===== src/rtl/icache_responder_pkg.sv =====
// Shared types for the direct-mapped instruction cache: address split, frame layout, FSM states.
package icache_responder_pkg;

    localparam int NSETS = 16;
    localparam int IDX_W = 4;
    localparam int TAG_W = 32 - IDX_W - 2;

    // Field order matches a 32-bit byte address, so imemaddr casts straight into this struct
    typedef struct packed {
        logic [TAG_W-1:0] tag;
        logic [IDX_W-1:0] idx;
        logic [1:0]       bytoff;
    } icachef_t;

    typedef struct packed {
        logic             valid;
        logic [TAG_W-1:0] tag;
        logic [31:0]      data;
    } icache_frame_t;

    typedef enum logic {
        IDLE  = 1'b0,
        FETCH = 1'b1
    } icache_state_t;

endpackage


===== src/rtl/icache_responder.sv =====
// Direct-mapped, read-only instruction cache with one-word frames.
// Hits are combinational; misses fetch a single word over the iREN/iwait handshake.
module icache_responder
    import icache_responder_pkg::*;
(
    input  logic        CLK,
    input  logic        nRST,
    input  logic        imemREN,
    input  logic [31:0] imemaddr,
    output logic        ihit,
    output logic [31:0] imemload,
    output logic        iREN,
    output logic [31:0] iaddr,
    input  logic        iwait,
    input  logic [31:0] iload
);

    icache_state_t    state_q, state_d;
    icache_frame_t    frames_q [NSETS];
    icache_frame_t    frames_d [NSETS];
    logic [TAG_W-1:0] latch_tag_q, latch_tag_d;
    logic [IDX_W-1:0] latch_idx_q, latch_idx_d;

    icachef_t req;
    logic     hit;
    logic     unused_bytoff;

    assign req           = icachef_t'(imemaddr);
    assign unused_bytoff = ^req.bytoff;

    // Lookup is blocked outside IDLE so a frame being filled never reports a stale hit
    assign hit = imemREN && (state_q == IDLE) && frames_q[req.idx].valid
                 && (frames_q[req.idx].tag == req.tag);

    always_ff @(posedge CLK, negedge nRST) begin
        if (!nRST) begin
            state_q     <= IDLE;
            latch_tag_q <= '0;
            latch_idx_q <= '0;
            for (int i = 0; i < NSETS; i++) begin
                frames_q[i] <= '0;
            end
        end else begin
            state_q     <= state_d;
            latch_tag_q <= latch_tag_d;
            latch_idx_q <= latch_idx_d;
            for (int i = 0; i < NSETS; i++) begin
                frames_q[i] <= frames_d[i];
            end
        end
    end

    always_comb begin
        state_d     = state_q;
        latch_tag_d = latch_tag_q;
        latch_idx_d = latch_idx_q;
        for (int i = 0; i < NSETS; i++) begin
            frames_d[i] = frames_q[i];
        end
        case (state_q)
            IDLE: begin
                if (imemREN && !hit) begin
                    latch_tag_d = req.tag;
                    latch_idx_d = req.idx;
                    state_d     = FETCH;
                end
            end
            FETCH: begin
                // Completion takes priority over an abort in the same cycle
                if (!iwait) begin
                    frames_d[latch_idx_q] = '{valid: 1'b1, tag: latch_tag_q, data: iload};
                    state_d               = IDLE;
                end else if (!imemREN) begin
                    state_d = IDLE;
                end
            end
            default: state_d = IDLE;
        endcase
    end

    always_comb begin
        ihit     = hit;
        imemload = hit ? frames_q[req.idx].data : 32'h0;
        iREN     = (state_q == FETCH);
        iaddr    = (state_q == FETCH) ? {latch_tag_q, latch_idx_q, 2'b00} : 32'h0;
    end

endmodule


===== config.mk =====
export PLATFORM = sky130hd
export DESIGN_NAME = icache_responder
export DESIGN_NICKNAME = d
export VERILOG_FILES = /design/src/rtl/icache_responder_pkg.sv /design/src/rtl/icache_responder.sv
export SDC_FILE = /design/constraint.sdc
export NUM_CORES = 1
export LEC_CHECK = 0
export ABC_AREA = 1
export CAP_MARGIN = 20
export CORE_MARGIN = 3
export CORE_UTILIZATION = 30
export CTS_BUF_LIST = sky130_fd_sc_hd__clkbuf_8
export CTS_CLUSTER_DIAMETER = 120
export DETAILED_ROUTE_END_ITERATION = 16
export PLACE_DENSITY_LB_ADDON = 0.08
export SYNTH_ARGS = -nofsm -noshare
export SYNTH_HDL_FRONTEND = slang
export SYNTH_SLANG_ARGS = --single-unit

===== constraint.sdc =====
create_clock -name CLK -period 7.85 [get_ports CLK]
set_clock_uncertainty 0.1 [all_clocks]
set_input_delay 1.57 -clock CLK [delete_from_list [all_inputs] [get_ports CLK]]
set_output_delay 1.57 -clock CLK [all_outputs]
set_load 0.01 [all_outputs]

# Word level (Yosys, flattened, before mapping)
# Index checks and enable logic that the tools add are counted.
dict set report totals {
  in_bits 68
  word_cells 79
  output_inout_bits 66
  regBits 975
}
dict set report op_classes {
  order_cmp 3
  n_eq_ne 1
  n_mux 12
  bitwise_logic 4
  reduce_logical 8
}
# operator count
set op_table {}
lappend op_table {{$bwmux W944} 1}
lappend op_table {{$bmux W59 S4} 1}
lappend op_table {{$demux W59 S4} 1}
lappend op_table {{$mux W59} 3}
lappend op_table {{$mux W32} 2}
lappend op_table {{$eq A26 B26 Y1} 1}
lappend op_table {{$ge A5 B5 Y1 const B} 2}
lappend op_table {{$not A4 Y5} 2}
lappend op_table {{$logic_and A1 B1 Y1} 5}
lappend op_table {{$lt A5 B1 Y1 const B} 1}
lappend op_table {{$reduce_and A2 Y1} 2}
lappend op_table {{$mux W1} 3}
lappend op_table {{$not A1 Y1} 2}
lappend op_table {{$pmux W1 S2} 1}
lappend op_table {{$logic_not A1 Y1} 1}

# Longest topological paths before layout
dict set report depth {
  word_depth 10
  mapped_depth 21
  ltp_nobuf 18
}

# Least setup slack after synthesis
# Ideal clock, no wire load.
dict set report synth_timing {
  kind {input port to output port}
  start {input imemaddr[3]}
  end {output imemload[29]}
  slack_ns 2.823
  path_stages 10
  n_path_buf 5
  arrival_ns 3.357
  t_required_ns 6.180
  path_cell_list {buf_2 > inv_2 > buf_6 > buf_2 > clkbuf_1 > clkbuf_1 > a21oi_1 > a221oi_1 > o31ai_1 > nor3_1}
}
dict set report synth_between {
  elab_chain_len 7
  elab_cells_between_ends 8
  cone_classes {1 x eq/ne; 4 x mux; 1 x bitwise; 2 x reduce/logical}
}
# item line_no
set synth_rtl {}
lappend synth_rtl {{from (decl)} icache_responder.sv:9} ;# input logic [31:0] imemaddr,
lappend synth_rtl {{$not A4 Y5 (not written as such) *} {icache_responder.sv:32, icache_responder.sv:33, icache_responder.sv:83}}
lappend synth_rtl {{$bmux W59 S4 *} {icache_responder.sv:32, icache_responder.sv:33, icache_responder.sv:83}}
lappend synth_rtl {{$mux W59 (not written as such) * (2 in series)} icache_responder.sv:83} ;# imemload = hit ? frames_q[req.idx].data : 32'h0;
lappend synth_rtl {{$eq A26 B26 Y1 or $logic_and A1 B1 Y1 (tied branches)} {icache_responder.sv:33, icache_responder.sv:32}}
lappend synth_rtl {{$logic_and A1 B1 Y1} icache_responder.sv:33} ;# && (frames_q[req.idx].tag == req.tag);
lappend synth_rtl {{$mux W32 *} icache_responder.sv:83}
lappend synth_rtl {{to (decl)} icache_responder.sv:11} ;# output logic [31:0] imemload,
# Mark *: on every way between the ends. The rest lies on a longest branch, timed or not. The select of a mux whose other input is x is not followed.

# Final worst setup path
dict set report layout_timing {
  start {input imemaddr[2]}
  end {output imemload[1]}
}
# The elaborated chain is that of the path after synthesis.

==> key figures <==
CTS
  • Postcts setup bufs: 0
  • CTS Hold Buffers Added: 0
  • Clock sinks: 975
  • Deepest clock path buffer count: 3
  • Later-pin clock latency in the skew report: 920 ps
  • CTS tree: yes
  • H-tree lvl count: 4
  • CTS root buffer: clkbuf_8
  • Post-CTS sizing: 0
  • CTS clk-pin slew, worst paths: 60 ps
  • Clock buffer count from CTS: 183

Critical path
  • Worst-path maximum fanout: 72
  • Worst path max stage delay: 710 ps
  • CP Cell Sequence: buf_8, inv_8, buf_12, buf_4, o21ai_0, nand3_1, nand3_1, nand2_1, nand2_1, nand4_1, nor2_1, nand3b_1, buf_4, nor3_1, buf_4, clkdlybuf4s50_1
  • Most frequent CP cell: buf_4
  • Worst Setup SP: imemaddr[2]
  • Worst EP required: 6180 ps
  • Worst path depth: 16
  • Cells on worst reg2reg path: 12
  • Setup crit end: imemload[1]
  • Critical R2R Launch: iREN
  • Worst path slowest cell: nor3_1
  • R2R setup slack: 3830 ps
  • CP Class: in -> out
  • Buf/Inv on CP: 7
  • CP endpoint kind: primary output
  • Worst r2r dst: latch_tag_q[12]
  • Startpoint Class: primary input
  • Worst path top cell family by delay: buffers and inverters
  • CP arrival: 5800 ps

Synth
  • Top cells by count, synth: nand2_1, o21ai_0, dfrtp_1, clkbuf_1, inv_1
  • Yosys top cell area share: 54.7%
  • Register area share after synthesis: 54.7%
  • Register bit total from synthesis: 975
  • Synth cell types: 30
  • Top-count cell post-synth: nand2_1
  • Post-synth EDFFs: 0
  • Mapped cell area: 0.0446 mm²
  • Async SR Flop Fraction: 100%
  • Top_reg_cell synth: dfrtp_1
  • Ys Warns: 0
  • Mean post-synth cell area: 8.10 µm²
  • Cells after Synth: 5501
  • Area contributors post-synth: dfrtp_1, nand2_1, o21ai_0
  • Synth area leader: dfrtp_1

Routing
  • DRT Pass-1 Iters: 5
  • Vias per cell: 4.97
  • Antenna Nets Post-Route: 0
  • DRC viols: 0
  • Drt first-iter violations: 3109
  • Drt wl/cell: 21.1 µm
  • Vias: 37200
  • Drt total wl: 158 mm

Finish
  • Finished Core Util: 34.8%
  • Final net count: 5496
  • Layout cell share with drive strength beyond 1: 6.48%
  • Synthesis-to-finish area growth: 14.3%
  • Fill count: 15600

Floorplanning
  • Io pins: 134
  • Initial Util: 30.4%
  • Core Area: 0.147 mm²
  • Die Span X: 391 µm
  • # rows: 140
  • Die height: 391 µm
  • Die area: 0.153 mm²

Placement
  • Pre-CTS WS: 486 ps
  • DP HPWL: 82.1 mm
  • GPL Wtd Cong: 0.767
  • # port buffers: 129

STA
  • Final setup viols: 0
  • Fin. max-slew vios: 0
  • Final worst-path cycle share: 95.1%
  • Tmin final: 7470 ps
  • Final hold viol count: 0
  • Slew HR: 26.3%
  • Setup TNS: 0 ps
  • Unrepaired setup endpoints after global routing: no
  • Fin Hold WS: 352 ps
  • Max Clk Rate: 134 MHz
  • PnR worst setup slack: 382 ps
  • Slew @ Worst Pin: 1100 ps

Job
  • Number of max-cap violations: 0

Worst hold path
  • Worst hold-check path type: reg -> reg

Global routing
  • Pin count of the biggest net entering global routing: 147
  • Total GRT Usage: 20.6%
  • First-pass GRT wire length: 240 mm
  • Antenna violations before repair: 7
  • Grt ovf: 0
  • Vias in the first global route: 36600

Pwr
  • Pwr Total: 15.4 mW
  • Pwr Density: 302 mW/mm²
  • Peak supply drop: 0.130 mV
  • Leakage power: 23.8 nW

Outcome
  • Outcome: finished, final reports clean
==> cell usage in the layout (no fill, tap or decap), types with 45 or more instances in the layout <==
cell type        synthesis  routed
a221oi_1                86      86
o211ai_1                45      45
o21ai_0                999     999
buf_4                   10      58
a21oi_1                250     250
nand2_1               1853    1839
nand3_1                271     267
dfrtp_1                975     974
clkbuf_8                 0     226
clkdlybuf4s50_1          0     124
inv_1                  279     358
nor2_1                 143     143
==> cells by family (layout without fill, tap and decap cells) <==
logic type,Yosys count,after routing,synth area share [%]
and+or+nand+nor,2316,2316,20.6
AOI/OAI and AO/OA,1461,1461,18.0
DFF,975,975,54.7
buffers and inverters,748,814,6.66
other,1,5,0.00841
==> per-layer routing <==
metal	GRT usage, %	share of wire (%)
met5	0	0.0070
met4	5.36	2.0
met3	3.20	4.5
met2	31.9	44
met1	30.1	49
==> state kept, by name, summed over array words and instances, names as in the netlist <==
register,count
iREN,1
frames_q,944
latch_tag_q,26
latch_idx_q,4
==> how the worst min path moves through the flow <==
| stage | startpoint | to | slack [ps] | cells after the start |
|---|---|---|---|---|
| 3_3_place_gp | frames_q[884] | frames_q[884] | 330 | 2 |
| 4_1_cts | frames_q[412] | frames_q[412] | 360 | 2 |
| 2_1_floorplan | frames_q[117] | frames_q[117] | 320 | 2 |
| 3_5_place_dp | frames_q[412] | frames_q[412] | 340 | 2 |
| 5_1_grt | frames_q[825] | frames_q[825] | 370 | 2 |
| 6_report | frames_q[412] | frames_q[412] | 350 | 2 |
==> power breakdown <==
part | internal, mW | total [mW] | switching (mW)
registers | 6.68 | 7.54 | 0.863
logic | 1.18 | 2.93 | 1.76
clock network | 2.60 | 4.90 | 2.30
==> stage by stage <==
stage	std cells	instance area, µm²
global route	7487	51000
CTS	7483	50900
global placement	7157	47300
finish	7488	51000
floorplan	5502	44600
detailed placement	7158	47300
==> area by class of cell <==
class | count | area [µm²] | area share (%)
antenna | 3 | 7.51 | 0.0147
clock buffer | 226 | 3110 | 6.10
clock inverter | 99 | 503 | 0.987
inverter | 284 | 1090 | 2.14
multi-input combinational | 3779 | 17400 | 34.1
sequential | 975 | 24400 | 47.9
tap | 1917 | 2400 | 4.71
timing repair buffer | 205 | 2100 | 4.12
==> worst reg2reg max path: stages (launching register included) <==
cell      delay (ps)
dfrtp_2          990
inv_2             70
nand2_1           90
clkinv_1         170
buf_4            360
nand3_1          170
nor2_1            60
nand2_1           60
nor2_1            50
nand2_2          670
nand2_2          800
nand2_1          230
nand2_1           70
No activity file was read; power rests on OpenSTA's default activity.
